===== config.mk =====
export PLATFORM = sky130hd
export DESIGN_NAME = mem_port_arbiter_flat
export DESIGN_NICKNAME = d
export VERILOG_FILES = /design/src/rtl/mem_port_arbiter_if.sv /design/src/rtl/mem_port_arbiter.sv /design/src/flat_wrapper.sv
export SDC_FILE = /design/constraint.sdc
export NUM_CORES = 1
export LEC_CHECK = 0
export CORE_UTILIZATION = 37
export DETAILED_ROUTE_END_ITERATION = 8
export PLACE_DENSITY = 0.81
export REMOVE_ABC_BUFFERS = 1
export SYNTH_ARGS = -nofsm -noshare
export SYNTH_HDL_FRONTEND = slang
export SYNTH_SLANG_ARGS = --single-unit

===== constraint.sdc =====
create_clock -name clk -period 3.95 [get_ports clk]
set_input_delay 0.79 -clock clk [delete_from_list [all_inputs] [get_ports clk]]
set_output_delay 0.79 -clock clk [all_outputs]
set_load 0.1 [all_outputs]

===== src/rtl/mem_port_arbiter_if.sv =====
// Bundles the two requester ports, the shared-path select and the memory
// port of mem_port_arbiter. The arbiter uses the slave view; the
// requesters/memory (or a bench) use the master view.
interface mem_port_arbiter_if #(
    parameter int AW = 32,
    parameter int DW = 32
);
    logic          req0;
    logic [AW-1:0] addr0;
    logic          we0;
    logic [DW-1:0] wdata0;
    logic          req1;
    logic [AW-1:0] addr1;
    logic          we1;
    logic [DW-1:0] wdata1;
    logic          gnt0;
    logic          gnt1;
    logic          done0;
    logic          done1;
    logic [DW-1:0] rdata;
    logic          sel;
    logic          mem_req;
    logic [AW-1:0] mem_addr;
    logic          mem_we;
    logic [DW-1:0] mem_wdata;
    logic          mem_ready;
    logic [DW-1:0] mem_rdata;

    modport slave (
        input  req0, addr0, we0, wdata0, req1, addr1, we1, wdata1,
               mem_ready, mem_rdata,
        output gnt0, gnt1, done0, done1, rdata, sel,
               mem_req, mem_addr, mem_we, mem_wdata
    );

    modport master (
        output req0, addr0, we0, wdata0, req1, addr1, we1, wdata1,
               mem_ready, mem_rdata,
        input  gnt0, gnt1, done0, done1, rdata, sel,
               mem_req, mem_addr, mem_we, mem_wdata
    );
endinterface


===== src/rtl/mem_port_arbiter.sv =====
// mem_port_arbiter: shares one memory port between instruction fetch
// (port 0) and load/store (port 1), one transaction at a time.
// Round-robin on ties by default; define ARB_FIXED_PRIORITY_EN to make
// port 1 always win ties. All outputs are registered.
module mem_port_arbiter #(
    parameter int AW = 32,
    parameter int DW = 32
) (
    input logic              clk,
    input logic              reset,
    mem_port_arbiter_if.slave bus
);

    typedef enum logic {IDLE = 1'b0, BUSY = 1'b1} state_t;

    state_t        state, nxt_state;
    logic          gnt0, gnt1, done0, done1, sel, mem_req, mem_we, last_gnt;
    logic          nxt_gnt0, nxt_gnt1, nxt_done0, nxt_done1, nxt_sel;
    logic          nxt_mem_req, nxt_mem_we, nxt_last_gnt;
    logic [AW-1:0] mem_addr, nxt_mem_addr;
    logic [DW-1:0] mem_wdata, nxt_mem_wdata, rdata, nxt_rdata;
    logic          win;

    // Winner of the current request set; only meaningful when a request is up
    always_comb begin
`ifdef ARB_FIXED_PRIORITY_EN
        win = bus.req1;
`else
        win = (bus.req0 && bus.req1) ? ~last_gnt : bus.req1;
`endif
    end

    // Next-state and next-output decode; registers hold by default
    always_comb begin
        nxt_state     = state;
        nxt_gnt0      = 1'b0;
        nxt_gnt1      = 1'b0;
        nxt_done0     = 1'b0;
        nxt_done1     = 1'b0;
        nxt_sel       = sel;
        nxt_mem_req   = mem_req;
        nxt_mem_we    = mem_we;
        nxt_mem_addr  = mem_addr;
        nxt_mem_wdata = mem_wdata;
        nxt_rdata     = rdata;
        nxt_last_gnt  = last_gnt;
        unique case (state)
            IDLE: begin
                if (bus.req0 || bus.req1) begin
                    nxt_sel       = win;
                    nxt_gnt0      = ~win;
                    nxt_gnt1      = win;
                    nxt_mem_req   = 1'b1;
                    nxt_mem_addr  = win ? bus.addr1  : bus.addr0;
                    nxt_mem_we    = win ? bus.we1    : bus.we0;
                    nxt_mem_wdata = win ? bus.wdata1 : bus.wdata0;
                    nxt_last_gnt  = win;
                    nxt_state     = BUSY;
                end
            end
            BUSY: begin
                // Requester inputs are ignored here; sel identifies the owner
                if (bus.mem_ready) begin
                    nxt_rdata   = bus.mem_rdata;
                    nxt_done0   = ~sel;
                    nxt_done1   = sel;
                    nxt_mem_req = 1'b0;
                    nxt_state   = IDLE;
                end
            end
            default: nxt_state = IDLE;
        endcase
    end

    // State and output registers; reset abandons any open transaction
    always_ff @(posedge clk or posedge reset) begin
        if (reset) begin
            state     <= IDLE;
            gnt0      <= 1'b0;
            gnt1      <= 1'b0;
            done0     <= 1'b0;
            done1     <= 1'b0;
            sel       <= 1'b0;
            mem_req   <= 1'b0;
            mem_we    <= 1'b0;
            mem_addr  <= '0;
            mem_wdata <= '0;
            rdata     <= '0;
            last_gnt  <= 1'b1;
        end else begin
            state     <= nxt_state;
            gnt0      <= nxt_gnt0;
            gnt1      <= nxt_gnt1;
            done0     <= nxt_done0;
            done1     <= nxt_done1;
            sel       <= nxt_sel;
            mem_req   <= nxt_mem_req;
            mem_we    <= nxt_mem_we;
            mem_addr  <= nxt_mem_addr;
            mem_wdata <= nxt_mem_wdata;
            rdata     <= nxt_rdata;
            last_gnt  <= nxt_last_gnt;
        end
    end

    assign bus.gnt0      = gnt0;
    assign bus.gnt1      = gnt1;
    assign bus.done0     = done0;
    assign bus.done1     = done1;
    assign bus.sel       = sel;
    assign bus.mem_req   = mem_req;
    assign bus.mem_we    = mem_we;
    assign bus.mem_addr  = mem_addr;
    assign bus.mem_wdata = mem_wdata;
    assign bus.rdata     = rdata;

endmodule

===== src/flat_wrapper.sv =====
// flat-port wrapper written by rule: the top's interface ports become plain ports
module mem_port_arbiter_flat 
#(
    parameter int AW = 32,
    parameter int DW = 32
)
  (clk, reset, bus_req0, bus_addr0, bus_we0, bus_wdata0, bus_req1, bus_addr1, bus_we1, bus_wdata1, bus_mem_ready, bus_mem_rdata, bus_gnt0, bus_gnt1, bus_done0, bus_done1, bus_rdata, bus_sel, bus_mem_req, bus_mem_addr, bus_mem_we, bus_mem_wdata);
  mem_port_arbiter_if #(.AW(AW), .DW(DW)) bus_i ();
  input logic clk;
  input logic reset;
  input wire logic [$bits(bus_i.req0)-1:0] bus_req0;
  input wire logic [$bits(bus_i.addr0)-1:0] bus_addr0;
  input wire logic [$bits(bus_i.we0)-1:0] bus_we0;
  input wire logic [$bits(bus_i.wdata0)-1:0] bus_wdata0;
  input wire logic [$bits(bus_i.req1)-1:0] bus_req1;
  input wire logic [$bits(bus_i.addr1)-1:0] bus_addr1;
  input wire logic [$bits(bus_i.we1)-1:0] bus_we1;
  input wire logic [$bits(bus_i.wdata1)-1:0] bus_wdata1;
  input wire logic [$bits(bus_i.mem_ready)-1:0] bus_mem_ready;
  input wire logic [$bits(bus_i.mem_rdata)-1:0] bus_mem_rdata;
  output wire logic [$bits(bus_i.gnt0)-1:0] bus_gnt0;
  output wire logic [$bits(bus_i.gnt1)-1:0] bus_gnt1;
  output wire logic [$bits(bus_i.done0)-1:0] bus_done0;
  output wire logic [$bits(bus_i.done1)-1:0] bus_done1;
  output wire logic [$bits(bus_i.rdata)-1:0] bus_rdata;
  output wire logic [$bits(bus_i.sel)-1:0] bus_sel;
  output wire logic [$bits(bus_i.mem_req)-1:0] bus_mem_req;
  output wire logic [$bits(bus_i.mem_addr)-1:0] bus_mem_addr;
  output wire logic [$bits(bus_i.mem_we)-1:0] bus_mem_we;
  output wire logic [$bits(bus_i.mem_wdata)-1:0] bus_mem_wdata;
  assign bus_i.req0 = bus_req0;
  assign bus_i.addr0 = bus_addr0;
  assign bus_i.we0 = bus_we0;
  assign bus_i.wdata0 = bus_wdata0;
  assign bus_i.req1 = bus_req1;
  assign bus_i.addr1 = bus_addr1;
  assign bus_i.we1 = bus_we1;
  assign bus_i.wdata1 = bus_wdata1;
  assign bus_i.mem_ready = bus_mem_ready;
  assign bus_i.mem_rdata = bus_mem_rdata;
  assign bus_gnt0 = bus_i.gnt0;
  assign bus_gnt1 = bus_i.gnt1;
  assign bus_done0 = bus_i.done0;
  assign bus_done1 = bus_i.done1;
  assign bus_rdata = bus_i.rdata;
  assign bus_sel = bus_i.sel;
  assign bus_mem_req = bus_i.mem_req;
  assign bus_mem_addr = bus_i.mem_addr;
  assign bus_mem_we = bus_i.mem_we;
  assign bus_mem_wdata = bus_i.mem_wdata;
  mem_port_arbiter #(.AW(AW), .DW(DW)) u_core (.clk(clk), .reset(reset), .bus(bus_i));
endmodule

---- Word-level counts from Yosys, hierarchy flattened ----
Cells that the tools add are included.
W data, S select, Z words.
operators by class
  add/subtract/negate cells ............... 0
  multiply operators ...................... 0
  div/mod/pow operators ................... 0
  magnitude comparators ................... 0
  eq/ne operators ......................... 2
  shift operators ......................... 0
  multiplexer cells ....................... 18
  bitwise logic cells ..................... 4
  reduce and logical (&&, ||, !) cells .... 5
operators by type and width
  operator              number
  $mux W32              2
  $mux W1               14
  $reduce_and A2 Y1     3
  $not A1 Y1            4
  $pmux W1 S2           2
  $ne A2 B1 Y1 const B  1
  $ne A2 B2 Y1 const B  1
  $logic_and A1 B1 Y1   1
  $logic_or A1 B1 Y1    1
storage, ports and cells
  flip-flop bits (word level) ............. 105
  latch bits .............................. 0
  RAM bits ................................ 0
  bits in read-only memories .............. 0
  bits of input ports ..................... 167
  word-level logic and storage cells ...... 41
  memories kept ........................... 0

---- Depth between registers and ports, before layout ----
Gate-level depths: netlist of the first run.
  depth in word-level cells ............... 5
  mapped depth ............................ 6
  gate-level depth less buffers ........... 3

---- Worst setup path before layout of the first run ----
No wires, ideal clock.
  kind .................................... input port to flip-flop
  start point ............................. input port bus_req1
  end point ............................... register u_core.mem_addr[26], in the netlist u_core.bus.mem_addr[26]
  setup time .............................. 126 ps
  arrival ................................. 1729 ps
  required time ........................... 3824 ps
  slack ................................... 2095 ps
  cell stages on the path ................. 5
  buffers on the path ..................... 2
  cell sequence ........................... a21boi_4 nor2_1 buf_4 buf_2 a221o_1
between the ends
  cells in the longest elaborated chain, start to end .. 3
  elaborated cells between the ends (all ways) .. 5
ends and longest elaborated chain
  what                    line                    RTL
  start: declaration      flat_wrapper.sv:15      input wire logic [$bits(bus_i.req1)-1:0] bus_req1;
  $logic_and A1 B1 Y1     mem_port_arbiter.sv:29  win = (bus.req0 && bus.req1) ? ~last_gnt : bus.req1;
  $mux W1                 mem_port_arbiter.sv:29
  $mux W32                mem_port_arbiter.sv:54  nxt_mem_addr = win ? bus.addr1 : bus.addr0;
  end signal: assignment  mem_port_arbiter.sv:99  mem_addr <= nxt_mem_addr;
  end: declaration        mem_port_arbiter.sv:20  logic [AW-1:0] mem_addr, nxt_mem_addr;
Parallel ways exist; a longest one is shown, timed or not.
A chain may end at the register's enable or synchronous reset.

---- Worst setup path after layout of the first run ----
  start point ............................. register u_core.mem_wdata[9], in the netlist u_core.bus.mem_wdata[9]
  end point ............................... output port bus_mem_wdata[9]
RTL lines
  what                      line                     RTL
  start: declaration        mem_port_arbiter.sv:21   logic [DW-1:0] mem_wdata, nxt_mem_wdata, rdata, nxt_rdata;
  start signal: assignment  mem_port_arbiter.sv:100  mem_wdata <= nxt_mem_wdata;
  end: declaration          flat_wrapper.sv:30       output wire logic [$bits(bus_i.mem_wdata)-1:0] bus_mem_wdata;
No word-level cell between the ends.

==> results of run 1 <==
## synthesized netlist by cell type, types with 3 or more instances
cell	instances
and2_1	47
buf_2	10
mux2_2	32
nor2_1	3
clkbuf_1	9
a21oi_1	19
buf_4	3
dfrtp_1	104
nand2_1	19
a221o_1	47
a2bb2oi_1	18
## logic make-up after synthesis
group | Yosys count | synth area share, %
multiplexers | 32 | 8.36
AND/OR/NAND/NOR | 72 | 9.18
buffers and inverters | 26 | 3.16
AO/OA/AOI/OAI | 91 | 18.3
flip-flops | 105 | 61.0
## area by class of cell
cell class                 count  share of cell area (%)
clock buffer                  12                    3.34
clock inverter                 3                   0.237
sequential                   105                    35.6
tap                          143                    2.42
multi-input combinational    195                    21.2
inverter                       2                   0.136
timing repair buffer         274                    37.0
## metal layers
layer	share of wire, %	track usage [%]
met1	39	25.3
met2	51	38.0
met3	6.8	4.21
met4	2.8	11.5
met5	0	0
## state kept, by name (all words and copies together) (netlist names)
| signal | cells |
|---|---|
| u_core.last_gnt | 1 |
| u_core.bus.mem_addr | 32 |
| u_core.bus.sel | 1 |
| u_core.bus.gnt0 | 1 |
| u_core.bus.done1 | 1 |
| u_core.bus.done0 | 1 |
| u_core.bus.rdata | 32 |
| u_core.bus.mem_req | 1 |
| u_core.bus.mem_we | 1 |
| u_core.bus.gnt1 | 1 |
| u_core.state | 1 |
| u_core.bus.mem_wdata | 32 |
## how the worst min path moves through the flow
stage	cells after the start	end	start	slack, ps
after floorplan	2	u_core.last_gnt	u_core.last_gnt	530
after global placement	1	u_core.bus.mem_req	u_core.bus.mem_req	480
after detailed placement	1	u_core.bus.rdata[26]	u_core.bus.rdata[26]	490
after CTS	1	u_core.bus.rdata[26]	u_core.bus.rdata[26]	510
after global routing	1	u_core.bus.rdata[12]	u_core.bus.rdata[12]	520
final	1	u_core.bus.done0	u_core.bus.sel	490
## per-stage QoR
step	setup slack (ps)	hold WS (ps)
2_1_floorplan	-394	528
5_1_grt	1230	524
6_report	1270	495
3_5_place_dp	1040	493
4_1_cts	1240	509
3_3_place_gp	1130	479
## report_power, final
group / internal [W] / switching, W / leakage [nW]
Sequential: 0.00133 / 0.000143 / 1.25
Combinational: 0.000799 / 0.00219 / 1.69
Clock: 0.000440 / 0.000371 / 0.128
==> impl_results.md, run 1 <==
* Final ANT Viol Nets at 0
* Ys Warns at 0
* Post-DR wirelength/cell at between 15 and 20 um
* Pre-Repair DR Iteration Count at 4
* Crit start category: flop
* Area of the multi-input gates at about 1600 sq um
* Worst Path Max Fanout at 2
* Setup TNS at 0 ps
* Sequential fraction of the synthesis area at approximately three fifths
* Pins Over Slew Limit at 0
* Run status: finished, final reports clean
* # DRC at 0
* CTS Buffer Depth at 2
* Max-cap violations at 0
* Hpwl dp at slightly below 10 mm
* WP depth at 1
* Asr flop ratio synth at 100%
* Fin util at 64.9%
* First-pass GRT wire length at ~20 mm
* FF-to-FF Start: u_core.last_gnt
* Worst-path clk slew at 60 ps
* Vias in the first global route at around 3800
* Area growth syn-to-layout at 71.3%
* Placed cell areas at 7120 sq um
* Crit path max-delay cell type: clkdlybuf4s50_1
* Leakage at around 3.1 nW
* Worst r2r dst: u_core.bus.mem_addr[18]
* Largest cells by area after synthesis: dfrtp_1 60%, a221o_1 11%, mux2_2 8.4%
* Netlist area before placement at 4310 sq um
* Period utilization at 68.0%
* Pwr Total at 0.00527 W
* RSZ-0062 raised after global routing: no
* Post-Place Cells at between 700 and 800
* Core area at between 10000 and 15000 sq um
* Crit path from: u_core.bus.mem_wdata[9]
* # diodes at 0
* WP data arrival at ~1900 ps
* Post-CTS Hold Buffers at 0
* Number of flops mapped to enable cells by yosys at 0
* Filler instances at between 800 and 900
* Postcts setup bufs at 0
* Post-synth top flop: dfrtp_1
* Fmax at between 300 and 400 MHz
* Total GRT Usage at between 20% and 30%
* Placer Congestion at roughly 0.76
* Commonest non-fill, non-tap cells in the layout: 269 x clkdlybuf4s50_1, 104 x dfrtp_1, 47 x and2_1, 47 x a221o_1, 32 x mux2_2
* Die Y at roughly 110 um
* Worst IR drop on VDD at 0.445 mV
* IO Pins at 270
* Yosys top cell by area: dfrtp_1
* WL final at approximately 13 mm
* CP top delay family: buffers and inverters
* Via count at approximately 3700
* Crit path cell chain: clkdlybuf4s50_1
* Combined buffer and inverter count along the critical path at 1
* Worst R2R Path Depth at 4
* Layout cell share with drive strength beyond 1 at 9.64%
* Final Hold Viols at 0
* Clk_lat worst skew at around 340 ps
* I/O Buffers at 269
* Critical Path Sink: bus_mem_wdata[9]
* Finish-stage setup viols at 0
* H-tree depth at 3
* Final cell count without fillers at between 700 and 800
* Sink Count at between 100 and 150
* CP Data Required Time at around 3200 ps
* Cell area after layout at 7380 sq um
* Max stage delay on crit path at 1170 ps
* Most common cell after layout, fill and taps aside: clkdlybuf4s50_1
* Least-Margin Pin Slew at approximately 1100 ps
* R2r setup slk at 1930 ps
* Fin nets at roughly 750
* Initial antenna violation count at 0
* Top cell type's share of synthesized area at between 60% and 70%
* Crit Path Class: flop to output port
* GRT overflow at 0
* CP Capture Type: output port
* Root Driver: clkbuf_16
* Full die area at 12100 sq um
* Drt via density at ~5.1
* Distinct cells, synth at 23
* Period minus WS final at ~2700 ps
* Clk_skew at between 9 and 10 ps
* Die extent in x at 110 um
* Iteration-0 DRC Markers at between 200 and 300
* Hold crit path type: flop to flop
* Post-Syn Instances at ~330
* CTS Buf Count at 9
* Synth Register Bits at 105
* Post-Syn Area per Cell at between 10 and 15 sq um
* Initial Utilization at 37.9%
* Worst slew margin at approximately 27%
* Post-CTS sizing at 0
* Largest net degree at the start of global routing at just over 90
* Power density over the cells at 714 nW/um^2
* Site row count at 39
* CTS tree: built
* Sequential cell area at between 2000 and 3000 sq um
(Power assumes the default switching activity.)
==> inputs of run 2 (changes only) <==
CORE_UTILIZATION = 33   (was 37)
PLACE_DENSITY = 0.76   (was 0.81)
clock period = 2.2 ns   (was 3.95 ns; I/O delays follow)
==> run 2 against run 1 <==
Compared with the run above: register-to-register slack got worse by 1700 ps; cell count increased by 5.2%; global-route usage decreased by 3.1 points; count of clock-buffer cells in the layout unchanged; wire length decreased by 2.7%; die area increased by 12%; critical path type is now primary input to flop; largest power group unchanged.
==> impl_results.md, run 2 (synthesized netlist as in run 1, its figures left out) <==
* Run status: finished, final reports clean
* Filler instances at 1110 (+25%)
* Combined buffer and inverter count along the critical path at 1 (unchanged)
* Fmax at 479 MHz
* Worst-path clk slew at 60 ps (about the same)
* CTS tree: built
* Worst slew margin at 25.1% (-2.1 points)
* Setup ws final at 112 ps (-1150 ps)
* CP Capture Type: flop
* Initial Utilization at 34.0% (-3.9 points)
* Top flop regs: u_core.bus.mem_addr (32), u_core.bus.mem_wdata (32), u_core.bus.rdata (32)
* Leakage at 3.22 nW (+5.1%)
* Crit path cell chain: clkdlybuf4s50_1, a21boi_4, nor2_4, a221o_1
* Hpwl dp at 9.63 mm (-0.89%)
* Full die area at 13500 sq um (+12%)
* Worst r2r dst: u_core.bus.mem_wdata[12]
* Max-cap violations at 0 (unchanged)
* Crit start category: primary input
* WP depth at 4 (+3)
* Worst Path Max Fanout at 48 (+46)
* Pre-Repair DR Iteration Count at 4 (unchanged)
* Site row count at 41 (+5.1%)
* I/O Buffers at 269 (unchanged)
* GRT overflow at 0 (unchanged)
* Fin util at 57.4% (-7.5 points)
* Initial antenna violation count at 0 (unchanged)
* CTS Buffer Depth at 2 (unchanged)
* WL final at 13.0 mm (-2.7%)
* First-pass GRT wire length at 19.3 mm (-0.78%)
* H-tree depth at 3 (unchanged)
* Placer Congestion at 0.769 (+0.96%)
* FF-to-FF Start: u_core.state
* Pins Over Slew Limit at 0 (unchanged)
* Period minus WS final at approximately 2100 ps
* Least-Margin Pin Slew at 1120 ps (+28.4 ps)
* Iteration-0 DRC Markers at 172 (-33%)
* WP data arrival at 2360 ps (+470 ps)
* Total GRT Usage at 18.7% (-3.1 points)
* Core area at 12700 sq um (+11%)
* Clk_lat worst skew at 340 ps (about the same)
* Drt via density at 4.85 (-4.7%)
* IO Pins at 270 (unchanged)
* Die extent in x at 116 um (+5.8%)
* Crit path max-delay cell type: nor2_4
* Die Y at 116 um (+5.8%)
* Hold crit path type: flop to flop
* Power density over the cells at 1280 nW/um^2 (+80%)
* Postcts setup bufs at 0 (unchanged)
* Finish-stage setup viols at 0 (unchanged)
* Sink Count at 105 (unchanged)
* # DRC at 0 (unchanged)
* Area growth syn-to-layout at 68.7%
* Crit Path Class: primary input to flop
* Post-DR wirelength/cell at 16.8 um (-7.5%)
* Final Hold Viols at 0 (unchanged)
* Worst IR drop on VDD at 0.798 mV (+79%)
* Fin nets at 762 (+1.1%)
* CP top delay family: simple AND/OR/NAND/NOR gates
* Max stage delay on crit path at 870 ps (-300 ps)
* CTS Buf Count at 9 (unchanged)
* # diodes at 0 (unchanged)
* Final ANT Viol Nets at 0 (unchanged)
* Worst R2R Path Depth at 3 (-1)
* Vias in the first global route at 3789 (+0.74%)
* Via count at 3746 (+0.21%)
* Period utilization at 94.9%
* R2r setup slk at 280 ps (-1650 ps)
* Root Driver: clkbuf_16
* Crit path from: bus_req0
* Post-CTS sizing at 0 (unchanged)
* CP Data Required Time at 2470 ps (-690 ps)
* Commonest non-fill, non-tap cells in the layout: 166 x clkdlybuf4s50_1, 112 x buf_4, 104 x dfrtp_1, 47 x and2_1, 47 x a221o_1
* Pwr Total at 0.00933 W (+77%)
* Largest net degree at the start of global routing at 58 (-36%)
* Layout cell share with drive strength beyond 1 at 28.0% (+18 points)
* Hold Crit Start: u_core.bus.mem_req
* Post-Place Worst Slack at -245 ps (-1290 ps)
* Most common cell after layout, fill and taps aside: clkdlybuf4s50_1
* RSZ-0062 raised after global routing: no
* Critical Path Sink: u_core.bus.mem_wdata[12]
* Clk_skew at 10.1 ps (+0.951 ps)
* Post-CTS Hold Buffers at 0 (unchanged)
## run 2: cell types whose count changed in the layout (fill, tap and decap cells not counted)
cell / delta
buf_4: +107
clkdlybuf4s50_1: -103
buf_12: +4
clkbuf_1: +1
clkbuf_8: -1
clkinv_2: -1
clkinvlp_4: +1
inv_6: +1
## run 2: cell type report
type	count	area [sq um]	area share, %
well taps	172	215	2.96
clock buffers	12	236	3.25
repair buffers	282	2580	35.5
inverters	2	10.0	0.138
multi-input cells	195	1570	21.6
clock inverters	4	28.8	0.396
flip-flops and latches	105	2630	36.2
## run 2: worst min-delay path by stage
stage	slack, ps	to	depth (start not counted)
floorplan	510	u_core.last_gnt	1
global placement	480	u_core.bus.mem_req	1
detailed placement	490	u_core.bus.mem_req	1
CTS	500	u_core.bus.mem_req	1
global route	530	u_core.bus.mem_req	1
finish	500	u_core.bus.mem_req	1
## run 2: worst register-to-register path, stage by stage (launching register included)
cell and delay, ps:
dfrtp_1 470, o21bai_4 220, nor2_4 840, a221o_1 320
## run 2: per-layer routing
layer | GRT usage, % | vias to the layer above | routed length, um
met5 | 0 | - | 0
met4 | 6.50 | 0 | 209
met3 | 4.36 | 14 | 892
met2 | 33.9 | 159 | 6850
met1 | 21.3 | 1834 | 5000
li1 | - | 1739 | -
## run 2: where the power goes
part	leakage (nW)	switching [W]	internal [W]
combinational	1.85	0.00392	0.00131
clock	0.123	0.000687	0.000771
sequential	1.25	0.000265	0.00238
## run 2: metrics by stage
stage | instances | setup TNS, ps | hold slack [ps] | cell area [sq um]
6_report | 772 | 0 | 497 | 7270
5_1_grt | 772 | 0 | 526 | 7270
3_5_place_dp | 756 | -10530 | 485 | 7000
2_1_floorplan | 302 | -195400 | 513 | 4180
4_1_cts | 772 | 0 | 502 | 7270
3_3_place_gp | 756 | -5750 | 479 | 7000
